<file path="config.mk">
export PLATFORM = sky130hd
export DESIGN_NAME = sync_fifo_v2_flat
export DESIGN_NICKNAME = d
export VERILOG_FILES = /design/src/rtl/sync_fifo_v2_if.sv /design/src/rtl/sync_fifo_v2.sv /design/src/flat_wrapper.sv
export SDC_FILE = /design/constraint.sdc
export NUM_CORES = 2
export LEC_CHECK = 0
export CAP_MARGIN = 20
export CORE_ASPECT_RATIO = 1.4
export CORE_MARGIN = 4
export CORE_UTILIZATION = 50
export CTS_CLUSTER_DIAMETER = 80
export CTS_CLUSTER_SIZE = 14
export DETAILED_ROUTE_END_ITERATION = 7
export GPL_TIMING_DRIVEN = 0
export MAX_ROUTING_LAYER = met4
export PLACE_DENSITY = 0.69
export REMOVE_ABC_BUFFERS = 1
export SYNTH_ARGS = -nofsm -noshare
export SYNTH_HDL_FRONTEND = slang
export SYNTH_SLANG_ARGS = --single-unit
export TNS_END_PERCENT = 1
</file>
<file path="constraint.sdc">
create_clock -name clk -period 13.2 [get_ports clk]
set_clock_uncertainty 0.2 [all_clocks]
set_input_delay 3.96 -clock clk [delete_from_list [all_inputs] [get_ports clk]]
set_output_delay 3.96 -clock clk [all_outputs]
set_load 0.005 [all_outputs]
</file>
<file path="src/rtl/sync_fifo_v2_if.sv">
// sync_fifo_v2_if: handshake, data and status bundle of sync_fifo_v2.
interface sync_fifo_v2_if #(
   parameter int DWIDTH = 64,
   parameter int DEPTH  = 64
);
   localparam int LW = $clog2(DEPTH) + 1;
   logic              clr;
   logic              wr_en;
   logic [DWIDTH-1:0] din;
   logic              rd_en;
   logic [DWIDTH-1:0] dout;
   logic              dout_valid;
   logic              empty;
   logic              full;
   logic              almost_full;
   logic              almost_empty;
   logic [LW-1:0]     level;
   logic [LW-1:0]     space;
   logic              overflow;
   logic              underflow;
   modport master (
      output clr, wr_en, din, rd_en,
      input  dout, dout_valid, empty, full, almost_full, almost_empty, level, space, overflow, underflow
   );
   modport slave (
      input  clr, wr_en, din, rd_en,
      output dout, dout_valid, empty, full, almost_full, almost_empty, level, space, overflow, underflow
   );
endinterface

</file>
<file path="src/rtl/sync_fifo_v2.sv">
// sync_fifo_v2: synchronous FIFO with extra-bit pointers, standard/FWFT read, level/space counts,
// programmable almost flags, sticky overflow/underflow and synchronous flush.
module sync_fifo_v2 #(
   parameter int DEPTH     = 64,
   parameter int DWIDTH    = 64,
   parameter int FWFT      = 0,
   parameter int AFULL_TH  = DEPTH - 2,
   parameter int AEMPTY_TH = 2
) (
   input logic           clk,
   input logic           rstn,
   sync_fifo_v2_if.slave f
);
   localparam int AW = $clog2(DEPTH);
   localparam int PW = AW + 1;
   localparam logic [PW-1:0] DEPTH_L = PW'(DEPTH);
   localparam logic [PW-1:0] AF_L    = PW'(AFULL_TH);
   localparam logic [PW-1:0] AE_L    = PW'(AEMPTY_TH);
   logic [DWIDTH-1:0] mem [DEPTH];
   logic [PW-1:0]     wptr, rptr, level;
   logic              wr_ok, rd_ok, ovf, unf;
   // acceptance looks only at registered pointer state, never at the other request
   always_comb begin
      level          = wptr - rptr;
      f.level        = level;
      f.space        = DEPTH_L - level;
      f.empty        = level == '0;
      f.full         = level == DEPTH_L;
      f.almost_full  = level >= AF_L;
      f.almost_empty = level <= AE_L;
      f.overflow     = ovf;
      f.underflow    = unf;
      wr_ok          = rstn && !f.clr && f.wr_en && !f.full;
      rd_ok          = rstn && !f.clr && f.rd_en && !f.empty;
   end
   always_ff @(posedge clk) begin
      if (!rstn) begin
         wptr <= '0;
         rptr <= '0;
         ovf  <= 1'b0;
         unf  <= 1'b0;
      end else if (f.clr) begin
         wptr <= '0;
         rptr <= '0;
         ovf  <= 1'b0;
         unf  <= 1'b0;
      end else begin
         wptr <= wptr + {{AW{1'b0}}, wr_ok};
         rptr <= rptr + {{AW{1'b0}}, rd_ok};
         ovf  <= ovf | (f.wr_en & f.full);
         unf  <= unf | (f.rd_en & f.empty);
      end
   end
   always_ff @(posedge clk) begin
      if (wr_ok) mem[wptr[AW-1:0]] <= f.din;
   end
   generate
      if (FWFT != 0) begin : g_fwft
         assign f.dout       = mem[rptr[AW-1:0]];
         assign f.dout_valid = !f.empty;
      end else begin : g_std
         logic [DWIDTH-1:0] dout_q;
         logic              dv_q;
         always_ff @(posedge clk) begin
            if (!rstn) begin
               dout_q <= '0;
               dv_q   <= 1'b0;
            end else begin
               dv_q <= rd_ok;
               if (rd_ok) dout_q <= mem[rptr[AW-1:0]];
            end
         end
         assign f.dout       = dout_q;
         assign f.dout_valid = dv_q;
      end
   endgenerate
endmodule

</file>
<file path="src/flat_wrapper.sv">
// flat-port wrapper written by rule: the top's interface ports become plain ports
module sync_fifo_v2_flat 
#(
   parameter int DEPTH     = 64,
   parameter int DWIDTH    = 64,
   parameter int FWFT      = 0,
   parameter int AFULL_TH  = DEPTH - 2,
   parameter int AEMPTY_TH = 2
)
  (clk, rstn, f_clr, f_wr_en, f_din, f_rd_en, f_dout, f_dout_valid, f_empty, f_full, f_almost_full, f_almost_empty, f_level, f_space, f_overflow, f_underflow);
  sync_fifo_v2_if #(.DWIDTH(DWIDTH), .DEPTH(DEPTH)) f_i ();
  input logic clk;
  input logic rstn;
  input wire logic [$bits(f_i.clr)-1:0] f_clr;
  input wire logic [$bits(f_i.wr_en)-1:0] f_wr_en;
  input wire logic [$bits(f_i.din)-1:0] f_din;
  input wire logic [$bits(f_i.rd_en)-1:0] f_rd_en;
  output wire logic [$bits(f_i.dout)-1:0] f_dout;
  output wire logic [$bits(f_i.dout_valid)-1:0] f_dout_valid;
  output wire logic [$bits(f_i.empty)-1:0] f_empty;
  output wire logic [$bits(f_i.full)-1:0] f_full;
  output wire logic [$bits(f_i.almost_full)-1:0] f_almost_full;
  output wire logic [$bits(f_i.almost_empty)-1:0] f_almost_empty;
  output wire logic [$bits(f_i.level)-1:0] f_level;
  output wire logic [$bits(f_i.space)-1:0] f_space;
  output wire logic [$bits(f_i.overflow)-1:0] f_overflow;
  output wire logic [$bits(f_i.underflow)-1:0] f_underflow;
  assign f_i.clr = f_clr;
  assign f_i.wr_en = f_wr_en;
  assign f_i.din = f_din;
  assign f_i.rd_en = f_rd_en;
  assign f_dout = f_i.dout;
  assign f_dout_valid = f_i.dout_valid;
  assign f_empty = f_i.empty;
  assign f_full = f_i.full;
  assign f_almost_full = f_i.almost_full;
  assign f_almost_empty = f_i.almost_empty;
  assign f_level = f_i.level;
  assign f_space = f_i.space;
  assign f_overflow = f_i.overflow;
  assign f_underflow = f_i.underflow;
  sync_fifo_v2 #(.DEPTH(DEPTH), .DWIDTH(DWIDTH), .FWFT(FWFT), .AFULL_TH(AFULL_TH), .AEMPTY_TH(AEMPTY_TH)) u_core (.clk(clk), .rstn(rstn), .f(f_i));
endmodule
</file>
After elaboration in Yosys (flattened, before gate mapping)

Memory sizes are Yosys's and may differ from the RTL's. A register that Yosys moved wholly into a read port is not among the register bits.
Cells that the tools add are included.

Bits in writable memories: 4096
Memories: 1
Logic and storage cells: 31
Output and inout port bits: 85
Flip-flop bits (word level): 17

Reduce and logical (&&, ||, !) cells: 11
$add $sub $neg: 4
$lt $le $gt $ge: 2
Mux-type cells: 2
Bitwise operators: 5
Equality and inequality tests: 1

Memories:

| memory     | depth | bits a word | read ports | clocked after memory_dff | write ports | RTL line           | RTL |
|---|---|---|---|---|---|---|---|
| u_core.mem | 64    | 64          | 1          | 1                        | 1           | sync_fifo_v2.sv:19 | `logic [DWIDTH-1:0] mem [DEPTH];` |

Operator list:

| operator              | number |
|---|---|
| $add A7 B1 Y7         | 2 |
| $eq A7 B7 Y1 const B  | 1 |
| $ge A7 B6 Y1 const B  | 1 |
| $le A7 B2 Y1 const B  | 1 |
| $logic_not A7 Y1      | 1 |
| $sub A7 B7 Y7         | 1 |
| $sub A7 B7 Y7 const A | 1 |
| $logic_and A1 B1 Y1   | 5 |
| $logic_not A1 Y1      | 4 |
| $and A1 B1 Y1         | 2 |
| $mux W1               | 2 |
| $or A1 B1 Y1          | 2 |
| $reduce_or A2 Y1      | 1 |
| $not A1 Y1            | 1 |

Longest topological paths before layout

Word-level depth: 6
Gate-level depth with buffers: 20

Worst setup path before layout

No wires, ideal clock.

Kind: input port to flip-flop
From: input port rstn
To: memory u_core.mem[15][0] (enable)
Setup time: 565 ps
Data arrival time: 9176 ps
Path buffers: 2
Stages: 5
Setup slack: 3259 ps
Cell sequence: nor2b_1 clkbuf_1 o2111ai_2 buf_2 nor3_1

Cells in the longest elaborated chain, start to end: 5

RTL lines:

| what                             | RTL line           | RTL |
|---|---|---|
| from (decl)                      | flat_wrapper.sv:13 | `input logic rstn;` |
| $logic_and A1 B1 Y1 (3 in a row) | sync_fifo_v2.sv:33 | `wr_ok = rstn && !f.clr && f.wr_en && !f.full;` |
| $mux W1                          | sync_fifo_v2.sv:55 | `if (wr_ok) mem[wptr[AW-1:0]] <= f.din;` |
| $mux W1 (implied by the code)    | sync_fifo_v2.sv:55 |  |
| to (decl)                        | sync_fifo_v2.sv:19 |  |

No other way between the ends.

Final worst setup path

From: register u_core.rptr[2]
To: output port f_almost_empty

Cells in the longest elaborated chain, start to end: 2

RTL lines:

| what                   | RTL line           | RTL |
|---|---|---|
| from (decl)            | sync_fifo_v2.sv:20 | `logic [PW-1:0] wptr, rptr, level;` |
| from (signal assigned) | sync_fifo_v2.sv:49 | `rptr <= rptr + {{AW{1'b0}}, rd_ok};` |
| $sub A7 B7 Y7          | sync_fifo_v2.sv:24 | `level = wptr - rptr;` |
| $le A7 B2 Y1           | sync_fifo_v2.sv:30 | `f.almost_empty = level <= AE_L;` |
| to (decl)              | flat_wrapper.sv:23 | `output wire logic [$bits(f_i.almost_empty)-1:0] f_almost_empty;` |

No other way between the ends.

==> summary.md <==
| Metric | Value |
|---|---|
| Run status | `finished clean` |
| H-tree depth | `5` |
| Crit end category | `primary output` |
| Share of cells above drive strength 1 | `26.8%` |
| Vias in the first global route | `79300` |
| Slew Limit Headroom | `20.5%` |
| Mean Syn Cell Area | `23.3 um2` |
| Fmax | `101 MHz` |
| Hold Vio Cnt, Final | `0` |
| Cells after synthesis | `6747` |
| Largest net degree at the start of global routing | `65` |
| HPWL after DPL | `273000 um` |
| Setup TNS Final | `0 ns` |
| Min Hold Slack | `0.257 ns` |
| TritonCTS Buffers | `340` |
| DRC | `0` |
| Seq/Total Area, Yosys | `79.3%` |
| Worst-path clk slew | `0.07 ns` |
| Register Area | `0.125 mm2` |
| CP required | `9.04 ns` |
| Final Net Count | `7400` |
| Top cells by area, synth | `edfxtp_1 (78%), mux4_2 (15%), a221oi_1 (1.2%)` |
| Num rows | `243` |
| Setup crit start kind | `flop` |
| # IOs | `154` |
| Number of synthesized flops with an enable pin | `4096` |
| Synthesized flop and latch total | `4177` |
| Buffer count from post-CTS setup fixing | `0` |
| Period utilization | `74.8%` |
| Initial cell density of the core | `50.2%` |
| Time the worst path needs with I/O delays and setup | `9.88 ns` |
| First-pass GRT wire length | `602000 um` |
| Clk sinks | `4177` |
| Area leader, netlist | `edfxtp_1` |
| Clock root cell | `clkbuf_16` |
| Pleak | `0.0548 uW` |
| Setup-failing EPs final | `0` |
| Clk buf depth | `4` |
| Synth async-reset ratio | `0%` |
| Post-synth top area share | `78.2%` |
| VDD IR max | `109 uV` |
| CTS tree | `built` |
| Fillers | `21500` |
| Main flop type after synthesis | `edfxtp_1` |
| Hold_buf cts | `0` |
| Slew @ Worst Pin | `1.19 ns` |
| Core Area | `0.313 mm2` |
| Worst-path cell chain | `buf_16 -> buf_16 -> inv_2 -> buf_12 -> ha_1 -> a211oi_1 -> o21bai_1 -> a21oi_1 -> xnor2_1 -> inv_1 -> a2111oi_0 -> clkdlybuf4s50_1` |
| Post-CTS Resized | `0` |
| Cell mode on critical path | `buf_16` |
| Die Wd | `482 um` |
| Total global routing overflow | `0` |
| PD cells | `133 mW/mm2` |
| Slowest stage delay, CP | `0.85 ns` |
| Critical path arrival | `5.72 ns` |
| RSZ-0062 raised after global routing | `false` |
| Mapped cell area | `0.157 mm2` |
| Via Count | `79000` |
| Pre-antenna DRT Iters | `6` |
| GRT Resource Usage Total | `27.1%` |
| Worst-path fanout max | `60` |
| Die height | `671 um` |
| Buffers on Ports | `153` |
| Initial DRC Count | `12000` |
| Count of cell types in the netlist | `59` |
| Initial antenna violation count | `19` |
| Count leader, synth | `edfxtp_1` |
| Final WL | `428000 um` |
| Syn-to-layout area delta | `14.9%` |
| Most common library cells after synthesis | `edfxtp_1 (4096), mux4_2 (1015), clkbuf_1 (235), a221oi_1 (210), a22o_1 (210)` |
| Critical path start-end classification | `flop to primary output` |
| Slowest-stage cell, CP | `dfxtp_4` |
| Final slew viol count | `0` |
| Hold WC Path Type | `flop to flop` |
| DIE AREA | `0.324 mm2` |
| Routed len/inst | `36.6 um` |
| Antenna-violating nets left | `0` |
| Worst-Skew Late Latency | `0.90 ns` |
| DR vias/cell | `6.76` |
| Yosys Warn Count | `0` |
| RD Place Congestion | `0.718` |
| Area of the multi-input gates | `0.0313 mm2` |
| MaxCap Viol Count | `0` |
[path summary, 6_finish.rpt]
path | startpoint | to | slack [ns] | cells past startpoint
min | u_core.f.dout[16] | u_core.f.dout[16] | 0.26 | 2
min reg2reg | u_core.f.dout[16] | u_core.f.dout[16] | 0.26 | 2
max | u_core.rptr[2] | f_almost_empty | 3.32 | 12
max reg2reg | u_core.rptr[2] | u_core.mem[34][22] | 6.21 | 15
[per-layer routing]
| layer | share of wire (%) | GRT usage, % | vias up |
|---|---|---|---|
| li1 | - | - | 30200 |
| met1 | 36 | 35.9 | 42000 |
| met2 | 48 | 41.5 | 5478 |
| met3 | 11 | 6.06 | 1221 |
| met4 | 4.8 | 10.6 | 0 |
| met5 | 0 | - | - |
[worst max-delay path: cells and delay by family, from the launching register on]
| kind | cells | cell delay, ns |
|---|---|---|
| AOI/OAI and AO/OA | 4 | 1.13 |
| adders and majority gates | 1 | 0.39 |
| DFF | 1 | 0.85 |
| xor gates and xnor gates | 1 | 0.31 |
| buffers and inverters | 6 | 1.95 |
[cell type report]
| class | count | area share [%] |
|---|---|---|
| Timing Repair Buffer | 632 | 5.47 |
| Inverter | 16 | 0.0346 |
| Clock inverter | 16 | 0.0977 |
| Sequential cell | 4177 | 69.0 |
| Antenna cell | 17 | 0.0236 |
| Clock buffer | 509 | 5.15 |
| Multi-Input combinational cell | 2151 | 17.3 |
| Tap cell | 4165 | 2.89 |
[logic make-up (layout without fill, tap and decap cells)]
kind of cell             Yosys count  count (layout)  synth area share, %
AO/OA/AOI/OAI                    753             753                 3.60
XOR/XNOR                          16              16               0.0891
AND/OR/NAND/NOR                  281             281                0.779
adder cells (fa/ha/maj)           13              13                0.108
other                              0              17                    0
buffers and inverters            419            1173                 1.13
flip-flops                      4177            4177                 79.3
multiplexers                    1088            1088                 15.0
[where the power goes]
part / switching (uW) / internal (uW)
Combinational: 208 / 47.7
Clock: 4440 / 4840
Sequential: 3.50 / 14600
Total: 4660 / 19400
[state kept, by name (all words and copies together), names as in the netlist]
name	count
u_core.f.dout	64
u_core.f.dout_valid	1
u_core.f.overflow	1
u_core.f.underflow	1
u_core.mem	4096
u_core.rptr	7
u_core.wptr	7
[per-stage QoR]
stage / cells / util [%] / cell area, um2 / setup WS [ns] / total power [uW]
floorplan: 6344 / - / 155000 / -36.53 / 14900
global placement: 10700 / 51.9 / 162000 / -63.58 / 15200
detailed placement: 11100 / 54.7 / 171000 / 4.39 / 15100
CTS: 11700 / 57.7 / 181000 / 3.40 / 24200
global route: 11700 / 57.7 / 181000 / 3.02 / 24800
finish: 11700 / 57.7 / 181000 / 3.32 / 24100
[cells in the final DEF (no fill, tap or decap), types with 15 or more instances in the layout]
cell	instances
mux4_2	1015
clkbuf_1	162
buf_2	64
nor2_1	27
a22o_1	210
a221oi_1	210
clkbuf_16	347
mux2i_1	67
buf_8	15
nor3_2	16
o21ai_0	132
o22ai_1	124
clkdlybuf4s50_1	88
a21oi_1	30
diode_2	17
buf_16	82
nand2_1	122
nand3_1	15
edfxtp_1	4096
nor2_4	52
buf_12	220
dfxtp_1	77
buf_6	149
Power figures use the tool's default switching activity.
